## src/rtl/lsu_mem_port.sv

```systemverilog
// LSU-to-scratchpad memory port: affine address generator driving one bank,
// store path straight through on grant, load path via a 2-entry credit FIFO.
module lsu_mem_port #(
   parameter int DATA_W = 32,
   parameter int ADDR_W = 10,
   parameter int CNT_W  = 10
) (
   input  logic              clk,
   input  logic              rst,
   input  logic              cfg_valid,
   input  logic              cfg_mode,
   input  logic [ADDR_W-1:0] cfg_base,
   input  logic [ADDR_W-1:0] cfg_stride,
   input  logic [CNT_W-1:0]  cfg_count,
   input  logic              st_valid,
   output logic              st_ready,
   input  logic [DATA_W-1:0] st_data,
   output logic              ld_valid,
   input  logic              ld_ready,
   output logic [DATA_W-1:0] ld_data,
   output logic              mem_req,
   input  logic              mem_gnt,
   output logic              mem_we,
   output logic [ADDR_W-1:0] mem_addr,
   output logic [DATA_W-1:0] mem_wdata,
   input  logic [DATA_W-1:0] mem_rdata,
   output logic              busy,
   output logic              done
);

   typedef enum logic [1:0] {
      S_IDLE,
      S_RUN,
      S_DRAIN,
      S_FIN
   } state_t;

   state_t            state_q, state_d;
   logic              mode_q, mode_d;
   logic [ADDR_W-1:0] stride_q, stride_d;
   logic [ADDR_W-1:0] addr_q, addr_d;
   logic [CNT_W-1:0]  count_q, count_d;
   logic [CNT_W-1:0]  issued_q, issued_d;
   logic              inflight_q, inflight_d;
   logic [DATA_W-1:0] fifo_q [2];
   logic [DATA_W-1:0] fifo_d [2];
   logic              wr_ptr_q, wr_ptr_d;
   logic              rd_ptr_q, rd_ptr_d;
   logic [1:0]        occ_q, occ_d;

   logic              push;
   logic              pop;
   logic              acc;
   logic [2:0]        credit;

   always_comb begin
      state_d    = state_q;
      mode_d     = mode_q;
      stride_d   = stride_q;
      addr_d     = addr_q;
      count_d    = count_q;
      issued_d   = issued_q;
      inflight_d = 1'b0;
      fifo_d     = fifo_q;
      wr_ptr_d   = wr_ptr_q;
      rd_ptr_d   = rd_ptr_q;
      occ_d      = occ_q;

      st_ready  = 1'b0;
      mem_req   = 1'b0;
      mem_we    = 1'b0;
      mem_wdata = '0;
      mem_addr  = addr_q;
      busy      = (state_q != S_IDLE);
      done      = 1'b0;
      ld_valid  = (occ_q != 2'd0);
      ld_data   = ld_valid ? fifo_q[rd_ptr_q] : '0;
      acc       = 1'b0;
      push      = inflight_q;
      pop       = ld_valid & ld_ready;
      // a pop in the same cycle does not free a credit for this request
      credit    = {1'b0, occ_q} + {2'b00, inflight_q};

      unique case (state_q)
         S_IDLE: begin
            if (cfg_valid) begin
               mode_d   = cfg_mode;
               stride_d = cfg_stride;
               count_d  = cfg_count;
               addr_d   = cfg_base;
               issued_d = '0;
               state_d  = (cfg_count == '0) ? S_FIN : S_RUN;
            end
         end
         S_RUN: begin
            if (mode_q) begin
               st_ready  = mem_gnt;
               mem_req   = st_valid;
               mem_we    = 1'b1;
               mem_wdata = st_data;
            end else begin
               mem_req = (credit < 3'd2) && (issued_q < count_q);
            end
            acc = mem_req & mem_gnt;
            if (acc) begin
               addr_d     = addr_q + stride_q;
               issued_d   = issued_q + 1'b1;
               inflight_d = ~mode_q;
               if (issued_d == count_q)
                  state_d = mode_q ? S_FIN : S_DRAIN;
            end
         end
         S_DRAIN: begin
            if (!inflight_q && occ_q == 2'd0)
               state_d = S_FIN;
         end
         S_FIN: begin
            done    = 1'b1;
            state_d = S_IDLE;
         end
         default: state_d = S_IDLE;
      endcase

      if (push) begin
         fifo_d[wr_ptr_q] = mem_rdata;
         wr_ptr_d         = ~wr_ptr_q;
      end
      if (pop)
         rd_ptr_d = ~rd_ptr_q;
      occ_d = occ_q + {1'b0, push} - {1'b0, pop};
   end

   always_ff @(posedge clk) begin
      if (rst) begin
         state_q    <= S_IDLE;
         mode_q     <= 1'b0;
         stride_q   <= '0;
         addr_q     <= '0;
         count_q    <= '0;
         issued_q   <= '0;
         inflight_q <= 1'b0;
         fifo_q[0]  <= '0;
         fifo_q[1]  <= '0;
         wr_ptr_q   <= 1'b0;
         rd_ptr_q   <= 1'b0;
         occ_q      <= 2'd0;
      end else begin
         state_q    <= state_d;
         mode_q     <= mode_d;
         stride_q   <= stride_d;
         addr_q     <= addr_d;
         count_q    <= count_d;
         issued_q   <= issued_d;
         inflight_q <= inflight_d;
         fifo_q[0]  <= fifo_d[0];
         fifo_q[1]  <= fifo_d[1];
         wr_ptr_q   <= wr_ptr_d;
         rd_ptr_q   <= rd_ptr_d;
         occ_q      <= occ_d;
      end
   end

endmodule
```

## config.mk

```make
export PLATFORM = sky130hd
export DESIGN_NAME = lsu_mem_port
export DESIGN_NICKNAME = d
export VERILOG_FILES = /design/src/rtl/lsu_mem_port.sv
export SDC_FILE = /design/constraint.sdc
export NUM_CORES = 1
export LEC_CHECK = 0
export CAP_MARGIN = 15
export CELL_PAD_IN_SITES_DETAIL_PLACEMENT = 0
export CELL_PAD_IN_SITES_GLOBAL_PLACEMENT = 2
export CORE_MARGIN = 5
export CORE_UTILIZATION = 27
export CTS_BUF_LIST = sky130_fd_sc_hd__clkbuf_2 sky130_fd_sc_hd__clkbuf_4 sky130_fd_sc_hd__clkbuf_8
export DETAILED_ROUTE_END_ITERATION = 8
export PLACE_DENSITY = 0.81
export SYNTH_ARGS = -nofsm -noshare
export SYNTH_HDL_FRONTEND = slang
export SYNTH_SLANG_ARGS = --single-unit
export TNS_END_PERCENT = 30
```

## constraint.sdc

```tcl
create_clock -name clk -period 3.1 [get_ports clk]
set_input_delay 0.31 -clock clk [delete_from_list [all_inputs] [get_ports clk]]
set_output_delay 0.31 -clock clk [all_outputs]
set_load 0.05 [all_outputs]
```

# [Yosys cells after proc, flatten, opt, wreduce, memory -nomap -nowiden]
# Cells that the tools add are included.
# W data, S select, Z words.
[word_totals] regBits=112 latch_bits=0 ram_bits=0 rom_bits=0 inputBits=101 out_inout_bits=80 wordCells=83 memories=0
[op_classes] n_addsub=5 multipliers=0 div=0 magnitude_cmp=5 eq_ne=8 shifts=0 muxes=30 bitwise_logic=9 n_reduce_logical=14
[op_table] cell="$mux W32" count=7
[op_table] cell="$bwmux W64" count=1
[op_table] cell="$mux W10" count=4
[op_table] cell="$pmux W10 S2" count=2
[op_table] cell="$demux W32 S1" count=1
[op_table] cell="$add A10 B1 Y10 const B" count=1
[op_table] cell="$add A10 B10 Y10" count=1
[op_table] cell="$eq A10 B10 Y1" count=1
[op_table] cell="$logic_not A10 Y1" count=1
[op_table] cell="$lt A10 B10 Y1" count=1
[op_table] cell="$mux W2" count=5
[op_table] cell="$mux W1" count=9
[op_table] cell="$ne A2 B2 Y1 const B" count=4
[op_table] cell="$pmux W2 S4" count=1
[op_table] cell="$reduce_bool A2 Y1" count=3
[op_table] cell="$not A1 Y1" count=5
[op_table] cell="$eq A2 B2 Y1 const B" count=2
[op_table] cell="$ge A2 B2 Y1 const B" count=2
[op_table] cell="$logic_not A2 Y1" count=2
[op_table] cell="$not A1 Y2" count=2
[op_table] cell="$reduce_and A4 Y1" count=1
[op_table] cell="$add A2 B1 Y3" count=1
[op_table] cell="$logic_and A1 B1 Y1" count=3
[op_table] cell="$lt A3 B2 Y1 const B" count=1
[op_table] cell="other kinds (9)" count=10

# [Depth between registers and ports, before layout]
# Gate-level depths: netlist of the first run.
[depth] word_depth=8 depth_mapped=10 mapped_depth_nobuf=10

# [Worst setup path before layout of the first run]
# OpenSTA, ideal clock, no wires.
[synth_path] path_kind="register to register" from="reg state_q[0]" to="reg state_q[0]" arrival_time_ns=2.587 required_time_ns=2.985 slack_ns=0.398 path_stages_with_launch=9 path_buffers=0 path_cell_list="dfxtp_1 > inv_1 > ha_1 > inv_1 > nor2_1 > a311o_1 > or3_4 > or4b_1 > o21a_1"
[synth_between] elab_chain_len=3 word_cells_on_any_way=10 classes_between="eq/ne (7); mux (1); reduce/logical (2)"
[synth_rtl] item="start: declaration" line_no="38" rtl="state_t state_q, state_d;"
[synth_rtl] item="start signal: assignment" line_no="148" rtl="state_q <= state_d;"
[synth_rtl] item="$eq A2 B2 Y1, or another cell as far along" line_no="84" rtl="unique case (state_q)"
[synth_rtl] item="$ne A2 B2 Y1 (no line)"
[synth_rtl] item="$reduce_and A4 Y1 (no line)"
# Parallel ways exist; a longest one is shown, timed or not.
# A chain may end at the register's enable or synchronous reset.

# [Final worst setup path of the first run]
[layout_path] from="reg state_q[1]" to="out mem_wdata[31]"
[layout_between] elab_chain_len=2
[layout_rtl] item="$eq A2 B1 Y1" line_no="84"
[layout_rtl] item="$mux W32" line_no="84"
[layout_rtl] item="end: declaration" line_no="25" rtl="output logic [DATA_W-1:0] mem_wdata,"
# No other way between the ends.

==> results of run 1 <==
cell families (layout without fill, tap and decap cells):
family / count (synthesis) / in the layout / share of synthesized area (%)
compound gates: 164 / 164 / 15.8
xor+xnor: 20 / 20 / 2.94
fa+ha+maj: 28 / 28 / 6.02
buf+inv: 84 / 239 / 5.30
flops: 112 / 112 / 37.7
mux: 40 / 40 / 6.75
simple gates: 338 / 338 / 25.5
layer usage:
metal  routed length (um)  up-vias  track usage, %
met5                    0        -               0
met4                  203        0            3.78
met3                 1470       15            4.16
met2                 8860      181            25.6
met1                 8040     2616            18.3
li1                     -     2954               -
layout make-up:
class | instances | area [um^2] | share of cell area, %
Tap cell | 280 | 350 | 4.25
Clock buffer | 9 | 124 | 1.50
Multi-Input combinational cell | 590 | 3400 | 41.2
Timing Repair Buffer | 196 | 1940 | 23.6
Sequential cell | 112 | 2240 | 27.2
Inverter | 27 | 101 | 1.23
Clock inverter | 7 | 82.6 | 1.00
path summary, 6_finish.rpt:
path                                      end  depth (start not counted)
worst max-delay path            mem_wdata[31]                          4
worst min-delay path               fifo_q[35]                          2
worst max register to register     state_q[0]                          8
worst min register to register      fifo_q[2]                          2
worst max-delay path: stages, from the launching register on:
cell and delay [ns]:
dfxtp_1 0.37, inv_1 0.11, ha_2 0.59, and3_1 0.26, clkdlybuf4s50_1 0.80
sequential cells by signal, summed over array words and instances (netlist names), 2 cells and up:
register  cells
count_q      10
fifo_q       64
issued_q     10
mem_addr     10
occ_q         2
state_q       2
stride_q     10
power by group:
part | internal, uW | total (uW) | switching (uW)
Sequential | 1590 | 1720 | 129
Clock | 326 | 918 | 592
Combinational | 872 | 2340 | 1470
Total | 2790 | 4980 | 2190
Yosys cell counts, types with 2 or more instances:
cell type / count
o21ai_0: 20
o21a_1: 4
or3_1: 14
nand2_1: 187
nand2b_1: 6
a211o_1: 2
mux2i_1: 39
dfxtp_1: 112
nor3_1: 5
o21bai_1: 2
clkbuf_1: 51
buf_1: 6
nand4_1: 5
xnor2_1: 16
and4_1: 3
a21oi_1: 109
nor2b_1: 4
o211ai_1: 3
ha_1: 27
nand3b_1: 2
nand3_1: 7
nor2_1: 56
a211oi_1: 9
o41ai_1: 2
inv_1: 27
and3_1: 34
nor4_1: 3
xor2_1: 4
and2_1: 6
per-stage QoR:
stage | std cells | cell area [um^2] | power, uW | util (%) | setup WS [ns]
floorplan | 786 | 5950 | 3310 | - | 0.398
global placement | 1205 | 8040 | 4140 | 36.9 | 0.440
detailed placement | 1205 | 8040 | 4140 | 36.9 | 0.411
CTS | 1221 | 8240 | 5080 | 37.9 | 0.187
global route | 1221 | 8240 | 5350 | 37.9 | 0.0472
finish | 1221 | 8240 | 4980 | 37.9 | 0.235
cell usage in the layout (no fill, tap or decap), types with 4 or more instances in the layout:
master	netlist	routed
nand2_1	187	187
nor2_1	56	55
clkbuf_8	0	9
a21oi_1	109	109
o21ai_0	20	20
mux2i_1	39	39
nand2b_1	6	6
buf_4	0	16
and3_1	34	34
a211oi_1	9	9
or3_1	14	14
nand3_1	7	7
inv_1	27	27
xor2_1	4	4
o21a_1	4	4
xnor2_1	16	16
dfxtp_1	112	111
clkdlybuf4s50_1	0	178
nor3_1	5	5
nand4_1	5	5
and2_1	6	6
ha_1	27	26
==> results by group, run 1 <==
Floorplan
  • Row count: 54
  • Die area: around 25000 um^2
  • Die X: 158 um
  • Ports: 181
  • Die Y-Extent: 158 um
  • Starting density of the core: 27.3%
  • Core area: 21800 um^2

Global route
  • Grt ovf: 0
  • Vias in the first global route: 5744
  • GR Util All Layers: 14.8%
  • Largest net degree at the start of global routing: 53
  • Initial antenna violation count: 0
  • First-pass GRT wire length: 29.6 mm

Clock tree
  • Clk_lat worst skew: 0.40 ns
  • Clk buf depth: 2
  • Hold-fix buffers, CTS: 0
  • Num CTS Buffers: 9
  • Clock sinks: 112
  • CTS tree: yes
  • H-tree levels: 3
  • Clock-pin transition on the worst setup and hold timing paths: approximately 0.12 ns
  • Post-CTS sizing: 0
  • Clock Tree Root: clkbuf_8
  • Post-CTS Setup Bufs: 0

STA
  • Clk_skew: about 0.020 ns
  • Final period util: slightly above 90%
  • Final setup viols: 0
  • TNS Setup: 0 ns
  • Rel. slew slack: 41.5%
  • Top achievable clock speed: 349 MHz
  • Worst hold slack: 0.265 ns
  • Final Hold Viols: 0
  • RSZ-0062 raised after global routing: false
  • Slew of the pin with the lowest slew margin: slightly below 0.9 ns
  • Final Slew Violations: 0
  • Minimum clock period: 2.86 ns

Routing
  • TritonRoute pass-1 iters: 4
  • Routed WL: 18.6 mm
  • Initial DRC count: 211
  • Post-route ant nets: 0
  • Via count: 5766
  • Via density: 4.72
  • Wire length per cell: 15.2 um
  • # DRC: 0

Yosys
  • Asr flop ratio synth: 0%
  • Yosys reg bits: 112
  • Avg Inst Size Synth: between 7 and 8 um^2
  • Register area share after synthesis: 37.7%
  • EDFF count, synth: 0
  • Post-Syn Nets: 915
  • Synth warn: 0
  • Share of the synthesized area in the top cell type: 37.7%
  • Most used DFF post-synth: dfxtp_1
  • Cell Area, Synth: 5950 um^2
  • Synth top area cells: dfxtp_1, nand2_1, a21oi_1, mux2i_1, ha_1
  • Distinct cells, synth: 50
  • Yosys top cell by area: dfxtp_1
  • Post-synthesis cell count: 786

Critical path
  • Beginning of the critical path: state_q[1]
  • CP Capture Type: output pin
  • Crit path DAT: approximately 2.6 ns
  • Worst reg2reg path startpoint: count_q[7]
  • WS Path Type: reg -> out
  • Worst EP required: 2.79 ns
  • Largest fanout on the critical path: between 40 and 50
  • Reg2Reg Setup Slack: ~0.38 ns
  • Crit start category: flop

Power and ir drop
  • PwrDens: 604 nW/um^2
  • Worst VDD drop: 0.234 mV
  • Leak: 0.00296 uW

Placed design
  • Dpl hpwl: 13.2 mm
  • Routability Congestion: about 0.8
  • Port buffer count: 180

Run status
  • Status: complete, no violations

Layout
  • Area grow syn2layout: 38.6%
  • # diodes: 0
  • Filler cells: approximately 2300
  • Layout cells sized above 1: 4.46%
  • # nets final: 1065

Min path
  • HP Class: in -> reg
  • Origin of the worst min-delay path: rst

Flow run
  • Max cap viols: 0
No activity file was read; power rests on OpenSTA's default activity.
==> inputs of run 2 (changes only) <==
- CAP_MARGIN: 15 -> 20
==> results of run 2 <==
The final DEF is identical to that of run 1; final timing and power are the same.
==> inputs of run 3 (changes only) <==
- CAP_MARGIN: 20 -> not set
==> results of run 3 <==
The final DEF is identical to that of run 1; final timing and power are the same.
